`config.mk`:
```
export PLATFORM = sky130hd
export DESIGN_NAME = alu_seq
export DESIGN_NICKNAME = d
export VERILOG_FILES = /design/src/rtl/alu_seq.sv
export SDC_FILE = /design/constraint.sdc
export NUM_CORES = 1
export LEC_CHECK = 0
export CAP_MARGIN = 20
export CORE_MARGIN = 8
export CORE_UTILIZATION = 35
export DETAILED_ROUTE_END_ITERATION = 10
export PLACE_DENSITY = 0.58
export SLEW_MARGIN = 20
export SYNTH_ARGS = -nofsm -noshare
export SYNTH_HDL_FRONTEND = slang
export SYNTH_SLANG_ARGS = --single-unit
```
`constraint.sdc`:
```
create_clock -name clock -period 4.9 [get_ports clock]
set_input_delay 0.49 -clock clock [delete_from_list [all_inputs] [get_ports clock]]
set_output_delay 0.49 -clock clock [all_outputs]
set_load 0.02 [all_outputs]
```
`src/rtl/alu_seq.sv`:
```
// alu_seq: registered, parametrised uCISC ALU with valid/ready handshakes on
// both sides. Single-cycle ops finish one edge after accept; unsigned
// divide/modulo use an iterative restoring divider (one quotient bit/clock).
//
// Ports:
//   clock        rising-edge clock
//   reset        asynchronous, active-high; clears all state
//   in_valid     operation presented
//   in_ready     block can accept (high only in IDLE)
//   op_code      operation select, captured on accept
//   source       source operand (s), captured on accept
//   destination  destination operand (d), captured on accept
//   flags        current flags; bit 8 = sign mode, bits 15:5 pass through
//   out_valid    result_out/flags_out/write_flags valid
//   out_ready    consumer takes result
//   result_out   result
//   flags_out    {flags[15:5], divide_error, overflow, carry, negative, zero}
//   write_flags  flags_out is to be written (op_code != 0)
module alu_seq #(
   parameter int unsigned WIDTH    = 16,
   parameter int unsigned DIVISION = 1
) (
   input  logic             clock,
   input  logic             reset,
   input  logic             in_valid,
   output logic             in_ready,
   input  logic [3:0]       op_code,
   input  logic [WIDTH-1:0] source,
   input  logic [WIDTH-1:0] destination,
   input  logic [15:0]      flags,
   output logic             out_valid,
   input  logic             out_ready,
   output logic [WIDTH-1:0] result_out,
   output logic [15:0]      flags_out,
   output logic             write_flags
);

   localparam int unsigned H  = WIDTH / 2;
   localparam int unsigned CW = $clog2(WIDTH + 1);

   typedef enum logic [1:0] {
      ST_IDLE,
      ST_DIV,
      ST_DONE
   } state_t;

   state_t state;

   // single-cycle datapath, evaluated directly on the presented inputs
   logic [WIDTH-1:0]   alu_res;
   logic               alu_c, alu_v, alu_dz, alu_z, alu_n;
   logic [WIDTH:0]     sum, diff;
   logic [2*WIDTH-1:0] prod;
   logic               is_div, start_div;

   // divider state
   logic [WIDTH-1:0] div_quo, div_rem, div_den;
   logic [CW-1:0]    div_cnt;
   logic             div_mod;
   logic [10:0]      flags_hi;

   logic [WIDTH:0]   rem_shift, trial;
   logic [WIDTH-1:0] quo_next, rem_next, div_res;

   logic unused_bits;

   assign sum  = {1'b0, destination} + {1'b0, source};
   assign diff = {1'b0, destination} - {1'b0, source};
   assign prod = {{WIDTH{1'b0}}, destination} * {{WIDTH{1'b0}}, source};

   assign is_div    = (op_code == 4'hD) || (op_code == 4'hE);
   assign start_div = (DIVISION != 0) && is_div && (source != '0);

   always_comb begin
      alu_res = '0;
      alu_c   = 1'b0;
      alu_v   = 1'b0;
      alu_dz  = 1'b0;
      case (op_code)
         4'h0: alu_res = source;
         4'h1: alu_res = destination & source;
         4'h2: alu_res = destination | source;
         4'h3: alu_res = destination ^ source;
         4'h4: alu_res = ~source;
         // shift amounts >= WIDTH naturally yield 0 / all fill bits
         4'h5: alu_res = destination << source;
         4'h6: begin
            if (flags[8])
               alu_res = $signed(destination) >>> source;
            else
               alu_res = destination >> source;
         end
         4'h7: alu_res = {source[H-1:0], source[WIDTH-1:H]};
         4'h8: alu_res = {source[WIDTH-1:H], {H{1'b0}}};
         4'h9: alu_res = {{H{1'b0}}, source[H-1:0]};
         4'hA: begin
            alu_res = sum[WIDTH-1:0];
            alu_c   = sum[WIDTH];
            alu_v   = (destination[WIDTH-1] == source[WIDTH-1]) &&
                      (sum[WIDTH-1] != destination[WIDTH-1]);
         end
         4'hB: begin
            alu_res = diff[WIDTH-1:0];
            alu_c   = diff[WIDTH];
            alu_v   = (destination[WIDTH-1] != source[WIDTH-1]) &&
                      (diff[WIDTH-1] != destination[WIDTH-1]);
         end
         4'hC: begin
            alu_res = prod[WIDTH-1:0];
            alu_c   = |prod[2*WIDTH-1:WIDTH];
            alu_v   = |prod[2*WIDTH-1:WIDTH];
         end
         4'hD, 4'hE: begin
            // reaches here only for s = 0 or when no divider is built
            alu_res = '0;
            alu_dz  = (DIVISION != 0) && (source == '0);
         end
         default: alu_res = '0;
      endcase
      alu_z = (alu_res == '0) && (op_code != 4'hF);
      alu_n = alu_res[WIDTH-1];
   end

   // one restoring-division step: shift in next dividend bit, try subtract
   always_comb begin
      rem_shift = {div_rem, div_quo[WIDTH-1]};
      trial     = rem_shift - {1'b0, div_den};
      if (trial[WIDTH]) begin
         rem_next = rem_shift[WIDTH-1:0];
         quo_next = {div_quo[WIDTH-2:0], 1'b0};
      end else begin
         rem_next = trial[WIDTH-1:0];
         quo_next = {div_quo[WIDTH-2:0], 1'b1};
      end
      div_res = div_mod ? rem_next : quo_next;
   end

   assign unused_bits = ^{flags[4:0], rem_shift[WIDTH]};

   assign in_ready  = (state == ST_IDLE);
   assign out_valid = (state == ST_DONE);

   always_ff @(posedge clock or posedge reset) begin
      if (reset) begin
         state       <= ST_IDLE;
         result_out  <= '0;
         flags_out   <= '0;
         write_flags <= 1'b0;
         div_quo     <= '0;
         div_rem     <= '0;
         div_den     <= '0;
         div_cnt     <= '0;
         div_mod     <= 1'b0;
         flags_hi    <= '0;
      end else begin
         case (state)
            ST_IDLE: begin
               if (in_valid) begin
                  flags_hi <= flags[15:5];
                  div_mod  <= (op_code == 4'hE);
                  if (start_div) begin
                     div_quo <= destination;
                     div_den <= source;
                     div_rem <= '0;
                     div_cnt <= '0;
                     state   <= ST_DIV;
                  end else begin
                     result_out  <= alu_res;
                     flags_out   <= {flags[15:5], alu_dz, alu_v, alu_c, alu_n, alu_z};
                     write_flags <= (op_code != 4'h0);
                     state       <= ST_DONE;
                  end
               end
            end
            ST_DIV: begin
               div_quo <= quo_next;
               div_rem <= rem_next;
               div_cnt <= div_cnt + 1'b1;
               if (div_cnt == CW'(WIDTH - 1)) begin
                  result_out  <= div_res;
                  flags_out   <= {flags_hi, 3'b000, div_res[WIDTH-1], div_res == '0};
                  write_flags <= 1'b1;
                  state       <= ST_DONE;
               end
            end
            ST_DONE: begin
               if (out_ready)
                  state <= ST_IDLE;
            end
            default: state <= ST_IDLE;
         endcase
      end
   end

endmodule

```
Yosys cells after proc, flatten, opt, wreduce, memory -nomap -nowiden
Index checks and enable logic that the tools add are counted.
- flip-flop bits (word level): 100
- logic and storage cells: 103
- output and inout port bits: 35
- bitwise gates (word level): 4
- add/sub/neg operators: 4
- eq/ne operators: 27
- muxes and demuxes: 34
- $mul: 1
- shift operators: 3
- reduce and logical (&&, ||, !) cells: 20
- operators with widths (cell ; number):
    two-way mux 16 bit ; 13
    one-hot mux 16 bit (13 select lines) ; 1
    one-hot mux 16 bit (2 select lines) ; 4
    logical NOT 16 bit ; 3
    multiplier 16 x 16 -> 32 bit ; 1
    == test 4 bit, second input constant ; 7
    adder 16 x 16 -> 17 bit ; 1
    subtractor 16 x 16 -> 17 bit ; 1
    subtractor 17 x 16 -> 17 bit ; 1
    AND 16 bit ; 1
    == test 4 x 3 -> 1 bit, second input constant ; 4
    inverter 16 bit ; 1
    OR 16 bit ; 1
    nonzero test 16 bit ; 1
    OR reduction 16 bit ; 1
    << shifter 16 x 16 -> 16 bit ; 1
    right shift 16 x 16 -> 16 bit ; 1
    >>> shifter 16 x 16 -> 16 bit ; 1
    bitwise XOR 16 bit ; 1
    two-way mux 5 bit ; 2
    one-hot mux 5 bit (2 select lines) ; 1
    AND reduction 3 bit ; 3
    == test 4 x 2 -> 1 bit, second input constant ; 2
    two-way mux 2 bit ; 4
    23 further kinds ; 36

Depth between registers and ports, before layout
Gate-level depths: netlist of the first run.
- word-level depth: 8
- mapped depth: 28

Least setup slack after synthesis of the first run
OpenSTA, ideal clock, no wires.
- path kind: input -> register
- start: in source[2]
- end: reg flags_out[2]
- stages: 26
- data arrival time: 7.627 ns
- slack: -2.854 ns
- cells stage by stage: buf_2 > buf_2 > buf_2 > buf_1 > buf_1 > nand2_1 > fa_1 > fa_1 > inv_1 > fa_1 > fa_1 > fa_1 > inv_1 > fa_1 > inv_1 > ha_1 > and3_1 > a221o_1 > a21oi_1 > a31oi_1 > o41a_1 > o21a_1 > or4_1 > nand3_1 > a41oi_1 > a311o_1
- word-level cells in the longest chain between the ends: 6
- elaborated cells on any way between the ends: 12
- classes of those cells: 2 x add/sub; 1 x mul; 1 x eq/ne; 4 x mux; 4 x reduce/logical
- ends and longest elaborated chain (item ; line ; RTL):
    start, declared ; 28 ; input logic [WIDTH-1:0] source,
    multiplier 16 x 16 -> 32 bit ; 69 ; assign prod = {{WIDTH{1'b0}}, destination} * {{WIDTH{1'b0}}, source};
    OR reduction 16 bit ; 110 ; alu_c = |prod[2*WIDTH-1:WIDTH];
    one-hot mux 1 bit (3 select lines) ; 79 ; case (op_code)
    two-way mux 16 bit ; 161 ; if (start_div) begin
    two-way mux 16 bit ; 158 ; if (in_valid) begin
    one-hot mux 16 bit (2 select lines) ; 156 ; case (state)
    end signal, assigned ; 169 ; flags_out <= {flags[15:5], alu_dz, alu_v, alu_c, alu_n, alu_z};
    end signal, assigned ; 181 ; flags_out <= {flags_hi, 3'b000, div_res[WIDTH-1], div_res == '0};
    end, declared ; 34 ; output logic [15:0] flags_out,
Parallel ways exist; a longest one is shown, timed or not. The select of a mux whose other input is x is not followed.
A chain may end at the register's enable or synchronous reset.

Worst setup path after layout of the first run
- start: in source[12]
- end: reg flags_out[2]
The elaborated chain is that of the path after synthesis.

==> results of run 1 <==
-- layer usage --
layer	vias to the layer above	routed length (um)	global-route usage, %
li1	8860	-	-
met1	9819	35000	35.6
met2	821	38200	44.0
met3	207	5690	4.55
met4	6	3940	11.2
met5	-	38	0
-- kinds of logic (layout without fill, tap and decap cells) --
family / after synthesis / after routing / synth area share, %
and+or+nand+nor: 787 / 787 / 19.0
xor gates and xnor gates: 34 / 34 / 1.59
AOI/OAI and AO/OA: 531 / 531 / 19.3
adders and majority gates: 367 / 367 / 32.3
DFF: 99 / 99 / 13.2
muxes: 74 / 74 / 5.33
buffers and inverters: 449 / 867 / 9.25
-- state kept, by name (all words and copies together), names as in the netlist --
register     cells
div_mod          1
flags_hi        11
state            2
flags_out       16
div_quo         16
div_cnt          5
div_rem         16
write_flags      1
result_out      15
div_den         16
-- final cells by class --
cell class	instances	area, um^2	share of cell area (%)
clock buffers	10	239	0.964
clock inverters	6	55.1	0.222
inverters	300	1160	4.70
multi-input cells	1793	15300	61.7
flip-flops and latches	99	2480	10.0
well taps	696	871	3.51
repair buffers	551	4670	18.9
-- synth_stat cells (all sizes together), types with 10 or more instances --
| cell type | number | share of area (%) |
|---|---|---|
| nand3 | 38 | 1.0 |
| nor2 | 224 | 4.5 |
| o2111ai | 11 | 0.51 |
| a21o | 25 | 1.0 |
| o211ai | 24 | 0.99 |
| and3 | 15 | 0.50 |
| xnor2 | 21 | 0.98 |
| nand2 | 333 | 6.7 |
| a221oi | 10 | 0.47 |
| nor3 | 39 | 1.1 |
| a211oi | 28 | 1.1 |
| mux2i | 37 | 2.0 |
| nor2b | 21 | 0.70 |
| o21ai | 120 | 3.2 |
| o221ai | 14 | 0.65 |
| a31oi | 48 | 1.6 |
| clkbuf | 105 | 2.1 |
| nand4 | 16 | 0.53 |
| a22o | 11 | 0.51 |
| fa | 197 | 21 |
| and2 | 13 | 0.43 |
| mux2 | 18 | 1.1 |
| a21oi | 92 | 2.5 |
| nor4 | 16 | 0.71 |
| xor2 | 13 | 0.61 |
| ha | 170 | 11 |
| dfrtp | 99 | 13 |
| a221o | 12 | 0.64 |
| a22oi | 11 | 0.44 |
| inv | 292 | 5.8 |
| mux4 | 19 | 2.3 |
| nand2b | 16 | 0.53 |
| buf | 44 | 1.2 |
| a2111oi | 11 | 0.51 |
| o21a | 15 | 0.60 |
-- power by group through the flow --
stage / Clock [mW] / Sequential [mW] / Combinational, mW
4_1_cts: 0.726 / 1.39 / 14.3
3_5_place_dp: 0 / 1.40 / 13.2
5_1_grt: 0.758 / 1.43 / 16.3
6_report: 0.718 / 1.39 / 14.9
2_1_floorplan: 0 / 1.45 / 7.75
3_3_place_gp: 0 / 1.39 / 13.1
-- worst max-delay path: stages --
cell           delay [ps]
dlygate4sd2_1         280
inv_2                 100
nor2_1                 70
fa_1                  570
inv_2                  50
fa_1                  490
inv_2                  40
fa_1                  530
fa_1                  430
fa_1                  490
inv_1                  50
fa_1                  490
inv_2                  50
ha_4                  220
and3_4                150
a221o_1               390
a21oi_4               190
a31oi_4               140
o41a_1                400
o21a_1                220
or4_1                 500
nand3_1               110
a41oi_2               150
a311o_1               300
-- through the flow --
step	total power, mW	util, %	setup slack (ps)	std cells	hold slack [ps]
after global routing	18.5	46.4	-1920	3455	504
after floorplan	9.20	-	-1860	2341	446
after CTS	16.4	45.9	-1790	3440	482
final	17.0	46.4	-1760	3455	478
after detailed placement	14.6	43.5	-2710	3385	462
after global placement	14.4	43.5	-2900	3385	459
-- worst paths after layout --
| path | from | slack, ps | cells after the start | to |
|---|---|---|---|---|
| max | source[12] | -1760 | 24 | flags_out[2] |
| min | flags_hi[1] | 480 | 2 | flags_hi[1] |
| max reg2reg | div_quo[15] | 340 | 14 | flags_out[0] |
| min reg2reg | flags_hi[1] | 480 | 2 | flags_hi[1] |
| max in group asynchronous | reset | 3260 | 3 | div_rem[11] |
| min in group asynchronous | reset | 660 | 2 | flags_out[15] |
-- timing repair --
action | CTS | global route
setup buffers | 41 | 15
gates cloned | 2 | 1
setup endpoints to repair | 14 | 14
pin swaps | 40 | 21
gates resized for setup | 228 | 66
==> out/qor.csv, run 1 <==
stage;metric;value;unit
timing;Final Hold Violating Endpoints;0;
drt;wire per inst;24.0;um
logic_synthesis;Mapped Area;18800;um^2
grt;largest net degree at the start of global routing;74;
status;failing checks;negative setup slack;
clocking;# hold bufs at CTS;0;
clocking;TritonCTS buffer count;9;
cells_and_area;most frequent cells in the layout;409 x buf_4, 322 x nand2_1, 256 x inv_1, 212 x nor2_1, 187 x fa_1;
logic_synthesis;syn nets;2764;
logic_synthesis;number of synthesized flops with an enable pin;0;
logic_synthesis;synthesized instance count;2341;
cells_and_area;Final nets;3177;
clocking;Worst-path clk slew;80;ps
clocking;htree depth;3;
logic_synthesis;Yosys reg bits;99;
status;status;finished, violations left;
die;Initial Utilization;35.2;%
timing;final number of max-transition violations;0;
logic_synthesis;syn_area_per_cell;8.02;um^2
pwr;logic gate share of total power;87.6;%
worst_setup_path;critical path class;in -> reg;
drt;Routed Antenna Nets;0;
timing;setup violators final;13;
grt;initial antenna violation count;3;
drt;final wirelength;82900;um
die;die height;248;um
placed_design;I/O Buffers;85;
worst_setup_path;Setup crit end kind;flop;
timing;minimum clock period;6660;ps
worst_setup_path;Critical Path RT;5160;ps
clocking;CTS root buf;clkbuf_16;
grt;Total GRT Usage;27.1;%
worst_setup_path;critical path arrival;6910;ps
die;Die X-Extent;248;um
timing;setup tns final;-12960;ps
worst_setup_path;startpoint type of the worst setup path;primary input;
grt;number of global-route vias before repair;20400;
cells_and_area;Layout fillers;5241;
cells_and_area;Area growth syn-to-layout;31.9;%
job;max-cap violation count;0;
drt;DRC errors left;0;
pwr;switching share of power;50.2;%
die;row cnt;85;
pwr;sequential power share;8.2;%
drt;Vias;19700;
timing;unrepaired setup endpoints after global routing;true;
clocking;CTS Buffer Depth;2;
drt;via density per instance;5.71;
logic_synthesis;Ys Warns;0;
min_path;Hold WC Path Type;reg -> reg;
drt;Initial DRT Pass Iterations;6;
grt;total grt overflow;0;
pwr;Max IR drop VDD;1.32;mV
logic_synthesis;asr flop ratio synth;100;%
die;# IOs;91;
clocking;Clock Latency Late Sink;370;ps
placed_design;Detailed Place HPWL;67200;um
timing;Worst Setup Slack, final;-1760;ps
placed_design;Area after DPL;23200;um^2
pwr;static leakage;11.5;nW
logic_synthesis;Seq/Total Area, Yosys;13.2;%
pwr;cell-internal power;8.49;mW
pwr;pwr/cell area;687;nW/um^2
drt;Iter 0 DRT Violations;1787;
pwr;clock power share;4.2;%
pwr;NetSw;8.55;mW
timing;FMAX;0.150;GHz
worst_setup_path;Critical Path Fanout Max;4;
grt;first-pass GRT wire length;127000;um
timing;Slew Limit Headroom;27.7;%
timing;Least-Margin Pin Slew;1080;ps
die;Core Area;53400;um^2
timing;final clock skew;13.6;ps
logic_synthesis;post-synth cell types;93;
cells_and_area;most common cell after layout, fill and taps aside;buf_4;
cells_and_area;n_diodes;0;
cells_and_area;post-route cell area;24800;um^2
clocking;CTS tree;yes;
logic_synthesis;Primary FF master, synth;dfrtp_1;
clocking;Clock Sinks;99;
die;die area;61300;um^2
timing;crit share post-route;136;%
placed_design;RD Place Congestion;1.02;
cells_and_area;share of cells above drive strength 1;25.4;%
(Power assumes the default switching activity.)
==> run 2: changes to the inputs <==
--- a/config.mk
+++ b/config.mk
@@ -7,10 +7,11 @@
 export LEC_CHECK = 0
 export CAP_MARGIN = 20
 export CORE_MARGIN = 8
-export CORE_UTILIZATION = 35
+export CORE_UTILIZATION = 25
 export DETAILED_ROUTE_END_ITERATION = 10
-export PLACE_DENSITY = 0.58
+export PLACE_DENSITY = 0.47
 export SLEW_MARGIN = 20
 export SYNTH_ARGS = -nofsm -noshare
 export SYNTH_HDL_FRONTEND = slang
 export SYNTH_SLANG_ARGS = --single-unit
+export TNS_END_PERCENT = 5
==> out/qor.csv, run 2 (same netlist as run 1, synthesis figures left out) <==
stage;metric;value;unit
status;status;finished, violations left;
status;failing checks;negative setup slack;
timing;Least-Margin Pin Slew;943;ps
drt;via density per instance;5.23;
worst_setup_path;R2R Setup Slk;510;ps
clocking;CTS root buf;clkbuf_16;
die;Die X-Extent;290;um
worst_setup_path;Critical Path RT;5150;ps
timing;Final Hold Violating Endpoints;0;
timing;crit share post-route;133;%
cells_and_area;n_diodes;0;
cells_and_area;Layout Utilization;33.2;%
timing;hold_ws;475;ps
placed_design;pre-CTS setup slack;-2730;ps
clocking;CTS Buffer Depth;2;
cells_and_area;most frequent cells in the layout;411 x buf_4, 316 x nand2_1, 253 x inv_1, 215 x nor2_1, 187 x fa_1;
drt;met2 WL;40500;um
grt;initial antenna violation count;2;
die;Initial Utilization;25.2;%
cells_and_area;share of cells above drive strength 1;24.6;%
die;die area;84100;um^2
cells_and_area;Final Non-Filler Cells;3710;
worst_setup_path;Worst R2R Start;div_quo[15];
worst_setup_path;critical path class;in -> reg;
timing;Worst Setup Slack, final;-1610;ps
grt;Total GRT Usage;20.6;%
grt;total grt overflow;0;
pwr;switching share of power;49.9;%
placed_design;I/O Buffers;85;
pwr;Total Power;16.8;mW
min_path;Hold WC Path Type;reg -> reg;
pwr;sequential power share;8.4;%
die;Core Area;74400;um^2
timing;unrepaired setup endpoints after global routing;true;
pwr;logic gate share of total power;86.9;%
timing;FMAX;0.154;GHz
cells_and_area;Layout fillers;7833;
drt;wire per inst;23.9;um
placed_design;placed cells;3651;
drt;top layer in use;met5;
grt;largest net degree at the start of global routing;69;
clocking;Clock Latency Late Sink;360;ps
clocking;Clock Sinks;99;
drt;Iter 0 DRT Violations;1789;
pwr;NetSw;8.40;mW
grt;number of global-route vias before repair;20100;
worst_setup_path;Setup crit end kind;flop;
pwr;cell-internal power;8.42;mW
clocking;htree depth;3;
cells_and_area;most common cell after layout, fill and taps aside;buf_4;
cells_and_area;Final nets;3159;
min_path;min-delay src;flags_hi[6];
job;max-cap violation count;0;
pwr;pwr/cell area;681;nW/um^2
worst_setup_path;Critical Path Fanout Max;11;
pwr;clock power share;4.7;%
die;# IOs;91;
grt;first-pass GRT wire length;134000;um
pwr;Max IR drop VDD;0.738;mV
timing;Slew Limit Headroom;36.2;%
cells_and_area;Area growth syn-to-layout;31.5;%
timing;minimum clock period;6510;ps
die;die height;290;um
placed_design;Detailed Place HPWL;72000;um
drt;metal3 WL;5130;um
drt;Initial DRT Pass Iterations;5;
drt;wl on met1;38600;um
pwr;static leakage;11.4;nW
clocking;TritonCTS buffer count;9;
drt;final wirelength;88500;um
clocking;# hold bufs at CTS;0;
worst_setup_path;startpoint type of the worst setup path;primary input;
drt;Vias;19400;
worst_setup_path;critical path arrival;6760;ps
timing;final number of max-transition violations;0;
worst_setup_path;Worst Setup SP;destination[8];
timing;final clock skew;14.7;ps
timing;setup violators final;13;
drt;Routed Antenna Nets;0;
drt;DRC errors left;0;
clocking;Worst-path clk slew;80;ps
clocking;CTS tree;yes;
die;row cnt;100;
placed_design;RD Place Congestion;0.983;
## run 2: cell types whose count changed in the layout (fill, tap and decap cells not counted), sizes merged, moves of 2 or more
cell,change
clkinv,+2
dlygate4sd2,-10
clkinvlp,-3
buf,-6
clkbuf,-6
clkdlybuf4s15,+3
## run 2: routing by layer
metal / track usage (%) / vias to the layer above
met2: 33.4 / 748
li1: - / 8833
met5: 0 / -
met3: 2.49 / 187
met4: 8.42 / 2
met1: 27.7 / 9632
## run 2: final cells by class
type                    instances  area (um^2)  area share, %
inverters                     300         1160           4.71
flip-flops and latches         99         2480           10.0
well taps                     969         1210           4.91
clock buffers                   9          225          0.912
repair buffers                533         4440           18.0
multi-input cells            1793        15100           61.1
clock inverters                 7         95.1          0.385
## run 2: power groups by stage
stage                     Combinational (mW)  Sequential, mW  Clock, mW
after floorplan                         7.69            1.45          0
after global placement                  13.2            1.42          0
after detailed placement                13.2            1.43          0
after CTS                               13.9            1.42      0.807
after global routing                    16.1            1.46      0.836
final                                   14.6            1.42      0.787
## run 2: what timing repair did
action,in CTS,in global routing
pin swaps,59,50
endpoints found under the setup margin,14,14
setup buffers,44,1
gates resized for setup,237,68
## run 2: worst paths after layout
path / end / cells past startpoint
setup reg to reg: flags_out[0] / 14
hold / removal: flags_hi[6] / 2
max in group asynchronous: div_den[7] / 3
setup / recovery: flags_out[2] / 22
min in group asynchronous: flags_out[12] / 2
hold reg to reg: flags_hi[6] / 2
## run 2: per-stage QoR
| stage | setup TNS (ps) | area, um^2 |
|---|---|---|
| global placement | -27160 | 23500 |
| detailed placement | -26850 | 23500 |
| CTS | -12040 | 24500 |
| floorplan | -12270 | 18900 |
| finish | -11900 | 24700 |
| global route | -14410 | 24700 |
## run 2: critical path, stage by stage
cell,delay [ps]
buf_2,100
buf_12,150
buf_8,190
ha_1,230
inv_1,70
fa_1,540
fa_1,460
fa_1,540
fa_1,600
fa_1,450
fa_1,500
inv_1,60
ha_4,270
nand3_2,110
a2111o_1,430
a21oi_4,200
a21boi_4,90
o21a_1,180
or4_4,540
nand3_4,110
a41oi_4,140
a311o_1,300
